--- config.mk ---
export PLATFORM = sky130hd
export DESIGN_NAME = fetch_stage_flat
export DESIGN_NICKNAME = d
export VERILOG_FILES = /design/src/rtl/fetch_stage_pkg.sv /design/src/rtl/fetch_stage_if.sv /design/src/rtl/fetch_stage_branch_resolve.sv /design/src/rtl/fetch_stage.sv /design/src/flat_wrapper.sv
export SDC_FILE = /design/constraint.sdc
export NUM_CORES = 1
export LEC_CHECK = 0
export ABC_AREA = 1
export BUFFER_PORTS_ARGS = -buffer_cell sky130_fd_sc_hd__buf_2
export CAP_MARGIN = 10
export CELL_PAD_IN_SITES_DETAIL_PLACEMENT = 0
export CELL_PAD_IN_SITES_GLOBAL_PLACEMENT = 1
export CORE_MARGIN = 2
export CORE_UTILIZATION = 35
export DETAILED_ROUTE_END_ITERATION = 8
export PLACE_DENSITY = 0.8
export RECOVER_POWER = 25
export SYNTH_ARGS = -nofsm -noshare
export SYNTH_HDL_FRONTEND = slang
export SYNTH_SLANG_ARGS = --single-unit
--- constraint.sdc ---
create_clock -name clk -period 2.4 [get_ports clk]
set_clock_uncertainty 0.15 [all_clocks]
set_input_delay 0.48 -clock clk [delete_from_list [all_inputs] [get_ports clk]]
set_output_delay 0.48 -clock clk [all_outputs]
set_load 0.005 [all_outputs]
--- src/rtl/fetch_stage_pkg.sv ---
// ----------------------------------------------------------------------------
// fetch_stage_pkg
//   Shared definitions for the fetch stage and its neighbours:
//     - default PC / instruction widths
//     - fetch FSM state encoding (RUN / WAIT_MEM)
//     - IF/ID payload bundle layout {valid, pc, instr, pred_taken, pred_target},
//       which decode unpacks in the same order
// ----------------------------------------------------------------------------
package fetch_stage_pkg;

    localparam int PC_BITS_DEF    = 12;
    localparam int INSTR_BITS_DEF = 32;

    typedef enum logic {
        RUN      = 1'b0,
        WAIT_MEM = 1'b1
    } fetch_state_t;

    // IF/ID payload at the default widths; field order is the contract
    // between fetch and decode.
    typedef struct packed {
        logic                      valid;
        logic [PC_BITS_DEF-1:0]    pc;
        logic [INSTR_BITS_DEF-1:0] instr;
        logic                      pred_taken;
        logic [PC_BITS_DEF-1:0]    pred_target;
    } if_id_payload_t;

endpackage

--- src/rtl/fetch_stage_if.sv ---
// ----------------------------------------------------------------------------
// fetch_stage_if
//   IF/ID pipeline-register bundle between fetch and decode.
//   master (fetch) : drives D_valid, D_pc, D_instr, D_pred_taken, D_pred_target;
//                    receives D_stall
//   slave (decode) : receives the D_* payload; drives D_stall
// ----------------------------------------------------------------------------
interface fetch_stage_if
    import fetch_stage_pkg::*;
#(
    parameter int PC_BITS    = PC_BITS_DEF,
    parameter int INSTR_BITS = INSTR_BITS_DEF
) ();

    logic                  D_valid;
    logic [PC_BITS-1:0]    D_pc;
    logic [INSTR_BITS-1:0] D_instr;
    logic                  D_pred_taken;
    logic [PC_BITS-1:0]    D_pred_target;
    logic                  D_stall;

    modport master (
        output D_valid, D_pc, D_instr, D_pred_taken, D_pred_target,
        input  D_stall
    );

    modport slave (
        input  D_valid, D_pc, D_instr, D_pred_taken, D_pred_target,
        output D_stall
    );

endinterface

--- src/rtl/fetch_stage_branch_resolve.sv ---
// ----------------------------------------------------------------------------
// branch_resolve
//   Combinational branch check for the instruction in EX.
//   en            : a branch is being resolved this cycle (EX_brn & !MEM_stall)
//   ex_pc         : PC of the branch
//   alu_out       : resolved target
//   true_taken    : resolved direction
//   pred_taken    : predicted direction carried with the branch
//   pred_target   : predicted target carried with the branch
//   mispredict    : resolution disagrees with prediction (gated by en)
//   redirect      : correct next PC after the branch
// ----------------------------------------------------------------------------
module branch_resolve
    import fetch_stage_pkg::*;
#(
    parameter int PC_BITS = PC_BITS_DEF
) (
    input  logic               en,
    input  logic [PC_BITS-1:0] ex_pc,
    input  logic [PC_BITS-1:0] alu_out,
    input  logic               true_taken,
    input  logic               pred_taken,
    input  logic [PC_BITS-1:0] pred_target,
    output logic               mispredict,
    output logic [PC_BITS-1:0] redirect
);

    logic dir_wrong;
    logic target_wrong;

    assign dir_wrong    = (true_taken != pred_taken);
    // A wrong target only matters when the branch was actually taken.
    assign target_wrong = true_taken & (alu_out != pred_target);
    assign mispredict   = en & (dir_wrong | target_wrong);
    assign redirect     = true_taken ? alu_out : ex_pc + PC_BITS'(1);

endmodule

--- src/rtl/fetch_stage.sv ---
// ----------------------------------------------------------------------------
// fetch_stage
//   IF stage: owns the PC, consumes the branch-buffer prediction, loads the
//   IF/ID register from instruction memory and redirects on EX mispredicts.
//   clk, rst_n          : clock (rising edge), async active-low reset
//   F_pc                : fetch PC (branch-buffer lookup + imem address)
//   F_BP_taken/_target  : prediction for F_pc
//   imem_rdata/_valid   : instruction at F_pc and its valid
//   MEM_stall           : back-end freeze (also freezes EX resolution)
//   EX_*                : branch in EX and its prediction
//   if_id               : IF/ID payload out, D_stall in
//   EX_flush            : combinational kill of ID/EX on mispredict
//   fetch_state         : 0 = RUN, 1 = WAIT_MEM
//   branch_cnt          : saturating count of resolved branches
//   mispredict_cnt      : saturating count of mispredicts
// ----------------------------------------------------------------------------
module fetch_stage
    import fetch_stage_pkg::*;
#(
    parameter int          PC_BITS    = PC_BITS_DEF,
    parameter int          INSTR_BITS = INSTR_BITS_DEF,
    parameter int unsigned RESET_PC   = 0,
    parameter int          CNT_BITS   = 16
) (
    input  logic                  clk,
    input  logic                  rst_n,
    output logic [PC_BITS-1:0]    F_pc,
    input  logic                  F_BP_taken,
    input  logic [PC_BITS-1:0]    F_BP_target_pc,
    input  logic [INSTR_BITS-1:0] imem_rdata,
    input  logic                  imem_valid,
    input  logic                  MEM_stall,
    input  logic                  EX_brn,
    input  logic [PC_BITS-1:0]    EX_pc,
    input  logic [PC_BITS-1:0]    EX_alu_out,
    input  logic                  EX_true_taken,
    input  logic                  EX_pred_taken,
    input  logic [PC_BITS-1:0]    EX_pred_target,
    fetch_stage_if.master         if_id,
    output logic                  EX_flush,
    output logic                  fetch_state,
    output logic [CNT_BITS-1:0]   branch_cnt,
    output logic [CNT_BITS-1:0]   mispredict_cnt
);

    logic [PC_BITS-1:0]    pc_reg, pc_next;
    logic                  d_valid_reg, d_valid_next;
    logic [PC_BITS-1:0]    d_pc_reg, d_pc_next;
    logic [INSTR_BITS-1:0] d_instr_reg, d_instr_next;
    logic                  d_pred_taken_reg, d_pred_taken_next;
    logic [PC_BITS-1:0]    d_pred_target_reg, d_pred_target_next;
    fetch_state_t          state_reg, state_next;
    logic [CNT_BITS-1:0]   branch_cnt_reg, mispredict_cnt_reg;

    logic                  resolve;
    logic                  mispredict;
    logic [PC_BITS-1:0]    redirect;
    logic [PC_BITS-1:0]    pred_next;
    logic                  stall;

    // While the back end is frozen the EX branch is not resolved at all:
    // no redirect, no flush, no counting until MEM_stall drops.
    assign resolve = EX_brn & ~MEM_stall;
    assign stall   = if_id.D_stall | MEM_stall;

    branch_resolve #(
        .PC_BITS (PC_BITS)
    ) u_branch_resolve (
        .en          (resolve),
        .ex_pc       (EX_pc),
        .alu_out     (EX_alu_out),
        .true_taken  (EX_true_taken),
        .pred_taken  (EX_pred_taken),
        .pred_target (EX_pred_target),
        .mispredict  (mispredict),
        .redirect    (redirect)
    );

    assign pred_next = F_BP_taken ? F_BP_target_pc : pc_reg + PC_BITS'(1);

    // Next-state / next-PC selection in priority order:
    // mispredict > stall > imem miss > normal fetch.
    always_comb begin
        pc_next            = pc_reg;
        d_valid_next       = d_valid_reg;
        d_pc_next          = d_pc_reg;
        d_instr_next       = d_instr_reg;
        d_pred_taken_next  = d_pred_taken_reg;
        d_pred_target_next = d_pred_target_reg;
        state_next         = state_reg;

        if (mispredict) begin
            pc_next      = redirect;
            d_valid_next = 1'b0;
            state_next   = RUN;
        end else if (stall) begin
            // everything holds
        end else if (!imem_valid) begin
            d_valid_next = 1'b0;
            state_next   = WAIT_MEM;
        end else begin
            d_valid_next       = 1'b1;
            d_pc_next          = pc_reg;
            d_instr_next       = imem_rdata;
            d_pred_taken_next  = F_BP_taken;
            d_pred_target_next = pred_next;
            pc_next            = pred_next;
            state_next         = RUN;
        end
    end

    always_ff @(posedge clk or negedge rst_n) begin
        if (!rst_n) begin
            pc_reg             <= PC_BITS'(RESET_PC);
            d_valid_reg        <= 1'b0;
            d_pc_reg           <= '0;
            d_instr_reg        <= '0;
            d_pred_taken_reg   <= 1'b0;
            d_pred_target_reg  <= '0;
            state_reg          <= RUN;
            branch_cnt_reg     <= '0;
            mispredict_cnt_reg <= '0;
        end else begin
            pc_reg             <= pc_next;
            d_valid_reg        <= d_valid_next;
            d_pc_reg           <= d_pc_next;
            d_instr_reg        <= d_instr_next;
            d_pred_taken_reg   <= d_pred_taken_next;
            d_pred_target_reg  <= d_pred_target_next;
            state_reg          <= state_next;
            // Statistics saturate at all-ones instead of wrapping.
            if (resolve && (branch_cnt_reg != '1)) begin
                branch_cnt_reg <= branch_cnt_reg + CNT_BITS'(1);
            end
            if (mispredict && (mispredict_cnt_reg != '1)) begin
                mispredict_cnt_reg <= mispredict_cnt_reg + CNT_BITS'(1);
            end
        end
    end

    assign F_pc                = pc_reg;
    assign if_id.D_valid       = d_valid_reg;
    assign if_id.D_pc          = d_pc_reg;
    assign if_id.D_instr       = d_instr_reg;
    assign if_id.D_pred_taken  = d_pred_taken_reg;
    assign if_id.D_pred_target = d_pred_target_reg;
    assign EX_flush            = mispredict;
    assign fetch_state         = state_reg;
    assign branch_cnt          = branch_cnt_reg;
    assign mispredict_cnt      = mispredict_cnt_reg;

endmodule

--- src/flat_wrapper.sv ---
// flat-port wrapper written by rule: the top's interface ports become plain ports
module fetch_stage_flat import fetch_stage_pkg::*;
#(
    parameter int          PC_BITS    = PC_BITS_DEF,
    parameter int          INSTR_BITS = INSTR_BITS_DEF,
    parameter int unsigned RESET_PC   = 0,
    parameter int          CNT_BITS   = 16
)
  (clk, rst_n, F_pc, F_BP_taken, F_BP_target_pc, imem_rdata, imem_valid, MEM_stall, EX_brn, EX_pc, EX_alu_out, EX_true_taken, EX_pred_taken, EX_pred_target, EX_flush, fetch_state, branch_cnt, mispredict_cnt, if_id_D_valid, if_id_D_pc, if_id_D_instr, if_id_D_pred_taken, if_id_D_pred_target, if_id_D_stall);
  fetch_stage_if #(.PC_BITS(PC_BITS), .INSTR_BITS(INSTR_BITS)) if_id_i ();
  input  logic clk;
  input  logic rst_n;
  output logic [PC_BITS-1:0] F_pc;
  input  logic F_BP_taken;
  input  logic [PC_BITS-1:0] F_BP_target_pc;
  input  logic [INSTR_BITS-1:0] imem_rdata;
  input  logic imem_valid;
  input  logic MEM_stall;
  input  logic EX_brn;
  input  logic [PC_BITS-1:0] EX_pc;
  input  logic [PC_BITS-1:0] EX_alu_out;
  input  logic EX_true_taken;
  input  logic EX_pred_taken;
  input  logic [PC_BITS-1:0] EX_pred_target;
  output logic EX_flush;
  output logic fetch_state;
  output logic [CNT_BITS-1:0] branch_cnt;
  output logic [CNT_BITS-1:0] mispredict_cnt;
  output wire logic [$bits(if_id_i.D_valid)-1:0] if_id_D_valid;
  output wire logic [$bits(if_id_i.D_pc)-1:0] if_id_D_pc;
  output wire logic [$bits(if_id_i.D_instr)-1:0] if_id_D_instr;
  output wire logic [$bits(if_id_i.D_pred_taken)-1:0] if_id_D_pred_taken;
  output wire logic [$bits(if_id_i.D_pred_target)-1:0] if_id_D_pred_target;
  input wire logic [$bits(if_id_i.D_stall)-1:0] if_id_D_stall;
  assign if_id_D_valid = if_id_i.D_valid;
  assign if_id_D_pc = if_id_i.D_pc;
  assign if_id_D_instr = if_id_i.D_instr;
  assign if_id_D_pred_taken = if_id_i.D_pred_taken;
  assign if_id_D_pred_target = if_id_i.D_pred_target;
  assign if_id_i.D_stall = if_id_D_stall;
  fetch_stage #(.PC_BITS(PC_BITS), .INSTR_BITS(INSTR_BITS), .RESET_PC(RESET_PC), .CNT_BITS(CNT_BITS)) u_core (.clk(clk), .rst_n(rst_n), .F_pc(F_pc), .F_BP_taken(F_BP_taken), .F_BP_target_pc(F_BP_target_pc), .imem_rdata(imem_rdata), .imem_valid(imem_valid), .MEM_stall(MEM_stall), .EX_brn(EX_brn), .EX_pc(EX_pc), .EX_alu_out(EX_alu_out), .EX_true_taken(EX_true_taken), .EX_pred_taken(EX_pred_taken), .EX_pred_target(EX_pred_target), .if_id(if_id_i), .EX_flush(EX_flush), .fetch_state(fetch_state), .branch_cnt(branch_cnt), .mispredict_cnt(mispredict_cnt));
endmodule
==> results.toml <==
[status]
outcome = "completed"

[cts]
numCtsBuffers = 9
insertion_delay_ps = 350
clock-sinks = 103
htreeDepth = 3
cts_setup_buffers = 0
clock_tree.root_cell = "sky130_fd_sc_hd__clkbuf_16"
postCtsResizedCells = 0
hold_buffers = 0
clk_pin_slew_worst_paths_ps = 70
tritoncts_clock_tree = "done"
cts-root-to-sink-buffers = 2

[sta]
final.period_utilization_pct = 89.6
worstMarginPinSlew_ps = 1110
finalCriticalPeriod_ps = 2150
timing.setup.tns_ps = 0
max-slew-margin-rel_pct = 25.8
max_freq_ghz = 0.465
grt_setup_unrepaired = "false"
hold_viol = 0
final-max-slew-violation-count = 0
final_setup_vio_count = 0

[synthesis]
sequential_share_of_the_synthesized_area_pct = 46.3
synth_cells = 754
ys_seq_elements = 103
synth-main-ff-cell = "sky130_fd_sc_hd__dfrtp_1"
ys_types = 29
synthesis.area_sq_mm = 0.00556
postSynth.asyncResetShare_pct = 100
yosys_warnings = 0
syn_area_per_cell_sq_um = 7.38
number_of_enable_type_register_cells_in_the_synthesized_netlist = 0
synthesis.nets = 847

[final_layout]
layout_cell_share_with_drive_strength_beyond_1_pct = 24.2
layout_common_cells = "sky130_fd_sc_hd__nand2_1, sky130_fd_sc_hd__buf_2, sky130_fd_sc_hd__nand3_1"
layout_commonest_cell = "sky130_fd_sc_hd__nand2_1"
syn2layout_area_growth_pct = 27.4
postLayoutCoreUtil_pct = 45.1
largest_register_ffs = 32
finalNetCount = 1037
fillCellCount = 1681
num_antenna_cells = 0

[floorplanning]
start_util_pct = 35.4
die_w_um = 130
num_io_pins = 193
core_area_sq_mm = 0.0157
placementRows = 46
fp.dieH_um = 130
design.die.area_sq_mm = 0.0169

[power]
comb_power_share_pct = 22.3
p_sw_mw = 1.53
sw_frac_of_total_pct = 30.6
ir_drop_mv = 0.340
pwr-share-seq_pct = 46.3
p_int_mw = 3.47
power_density_mw_per_mm2 = 706
cellLeakagePower_nw = 3.98
clkPwrFrac_pct = 31.4

[route]
routedWlPerCell_um = 13.7
met3RoutedLength_um = 896
detail_route.iter0.violations = 316
vias = 5440
route.detailed.drc = 0
routedLengthMet1_mm = 7.62
drtPass1Iterations = 4
ant_nets = 0
maxUsedRoutingLayer = "met4"
average_via_count_per_standard_cell = 4.67
wire_length_on_met2_mm = 7.20
drt_total_wl_mm = 16.0

[critical_path]
cp_max_fo = 11
timing.critical_path.arrival_ps = 1520
timing.critical_path.to = "EX_flush"
reg2reg_slack_ps = 400
worst_r2r_endpoint = "u_core.F_pc[10]$_DFFE_PN0P_"
startpoint_type = "input port"
timing_worst_setup_path_type = "input port to output pin"
crit_start = "EX_alu_out[10]"
crit-reg2reg-launch = "u_core.F_pc[0]$_DFFE_PN0P_"
data_required_time_of_the_worst_path_ps = 1770
worst-r2r-cell-count = 9
timing.critical_path.to_type = "output pin"

[placement]
place_congestion = 0.866
portBuffers = 192
post-dp-hpwl_mm = 11.9

[global_routing]
grt_use_total_pct = 19.1
grt_pass1_vias = 5118
grt_remaining_overflow = 0
grt_start_max_net_pins = 69
antenna_found_initial = 0
wire_length_of_the_first_global_routing_pass_mm = 25.5

[min_path]
hold_path_class = "input port to asynchronous set/reset pin"

[run]
max-cap-violations = 0
## cells by family (layout without fill, tap and decap cells)
group / count (synthesis) / after routing / share of synthesized area [%]
buffers and inverters: 91 / 286 / 7.11
adders and majority gates: 4 / 4 / 0.900
AOI/OAI and AO/OA: 39 / 39 / 3.67
DFF: 103 / 103 / 46.3
xor gates and xnor gates: 34 / 34 / 5.35
and+or+nand+nor: 483 / 483 / 36.6
## layer usage
layer,track usage (%),vias to the layer above
met4,6.64,0
met5,0,-
li1,-,2781
met2,29.9,152
met1,26.7,2487
met3,3.57,20
## how the worst min path moves through the flow
stage	start	end	slack, ps	cells after the start
finish	rst_n	u_core.if_id.D_instr[10]$_DFFE_PN0P_	190	1
global route	imem_rdata[12]	u_core.if_id.D_instr[12]$_DFFE_PN0P_	210	3
CTS	rst_n	u_core.if_id.D_instr[10]$_DFFE_PN0P_	3	1
detailed placement	u_core.if_id.D_pred_target[0]$_DFFE_PN0P_	u_core.if_id.D_pred_target[0]$_DFFE_PN0P_	300	2
global placement	u_core.if_id.D_instr[31]$_DFFE_PN0P_	u_core.if_id.D_instr[31]$_DFFE_PN0P_	300	2
floorplan	rst_n	u_core.F_pc[0]$_DFFE_PN0P_	30	0
## power groups by stage
stage / Combinational (mW) / Clock (mW) / Sequential [mW]
global route: 1.29 / 1.69 / 2.37
floorplan: 0.518 / 0 / 2.34
detailed placement: 1.14 / 0 / 2.35
global placement: 1.13 / 0 / 2.34
CTS: 1.15 / 1.63 / 2.32
finish: 1.12 / 1.57 / 2.32
## worst max-delay path, stage by stage
cell,delay [ps]
sky130_fd_sc_hd__buf_2,120
sky130_fd_sc_hd__nor2_1,80
sky130_fd_sc_hd__nor2_1,60
sky130_fd_sc_hd__nor2_1,120
sky130_fd_sc_hd__nand2_1,80
sky130_fd_sc_hd__nor2_1,110
sky130_fd_sc_hd__nand2_1,110
sky130_fd_sc_hd__nand2_4,100
sky130_fd_sc_hd__inv_2,110
sky130_fd_sc_hd__buf_2,150
## through the flow
step           cells  area, sq um  setup slack, ps  hold slack (ps)  power, mW
2_1_floorplan    754         5560              343             34.4       2.86
6_report        1165         7090              248              185       5.01
3_3_place_gp    1149         6790              187              298       3.47
4_1_cts         1165         7100              194             3.44       5.09
3_5_place_dp    1149         6790              176              303       3.49
5_1_grt         1165         7090             83.3              209       5.35
## cells in the mapped netlist (all sizes together) (2+ instances only)
cell type | number | area [sq um]
nand2 | 290 | 1100
nand3 | 119 | 596
dfrtp | 103 | 2580
inv | 61 | 229
nor2 | 49 | 186
o21ai | 31 | 155
xor2 | 20 | 175
buf | 19 | 125
xnor2 | 14 | 123
nor3 | 13 | 70.1
clkbuf | 10 | 37.5
nand4 | 9 | 62.6
ha | 4 | 50.1
a21oi | 3 | 15.0
a31oi | 2 | 12.5
nand3b | 2 | 15.0
## cell type report
type	instances	area [sq um]	share of cell area, %
clock buffer	10	229	3.23
clock inverter	6	83.8	1.18
inverter	62	233	3.28
multi-input combinational	560	2590	36.5
sequential	103	2580	36.4
tap	216	270	3.81
timing repair buffer	208	1110	15.6
Power figures use the tool's default switching activity.
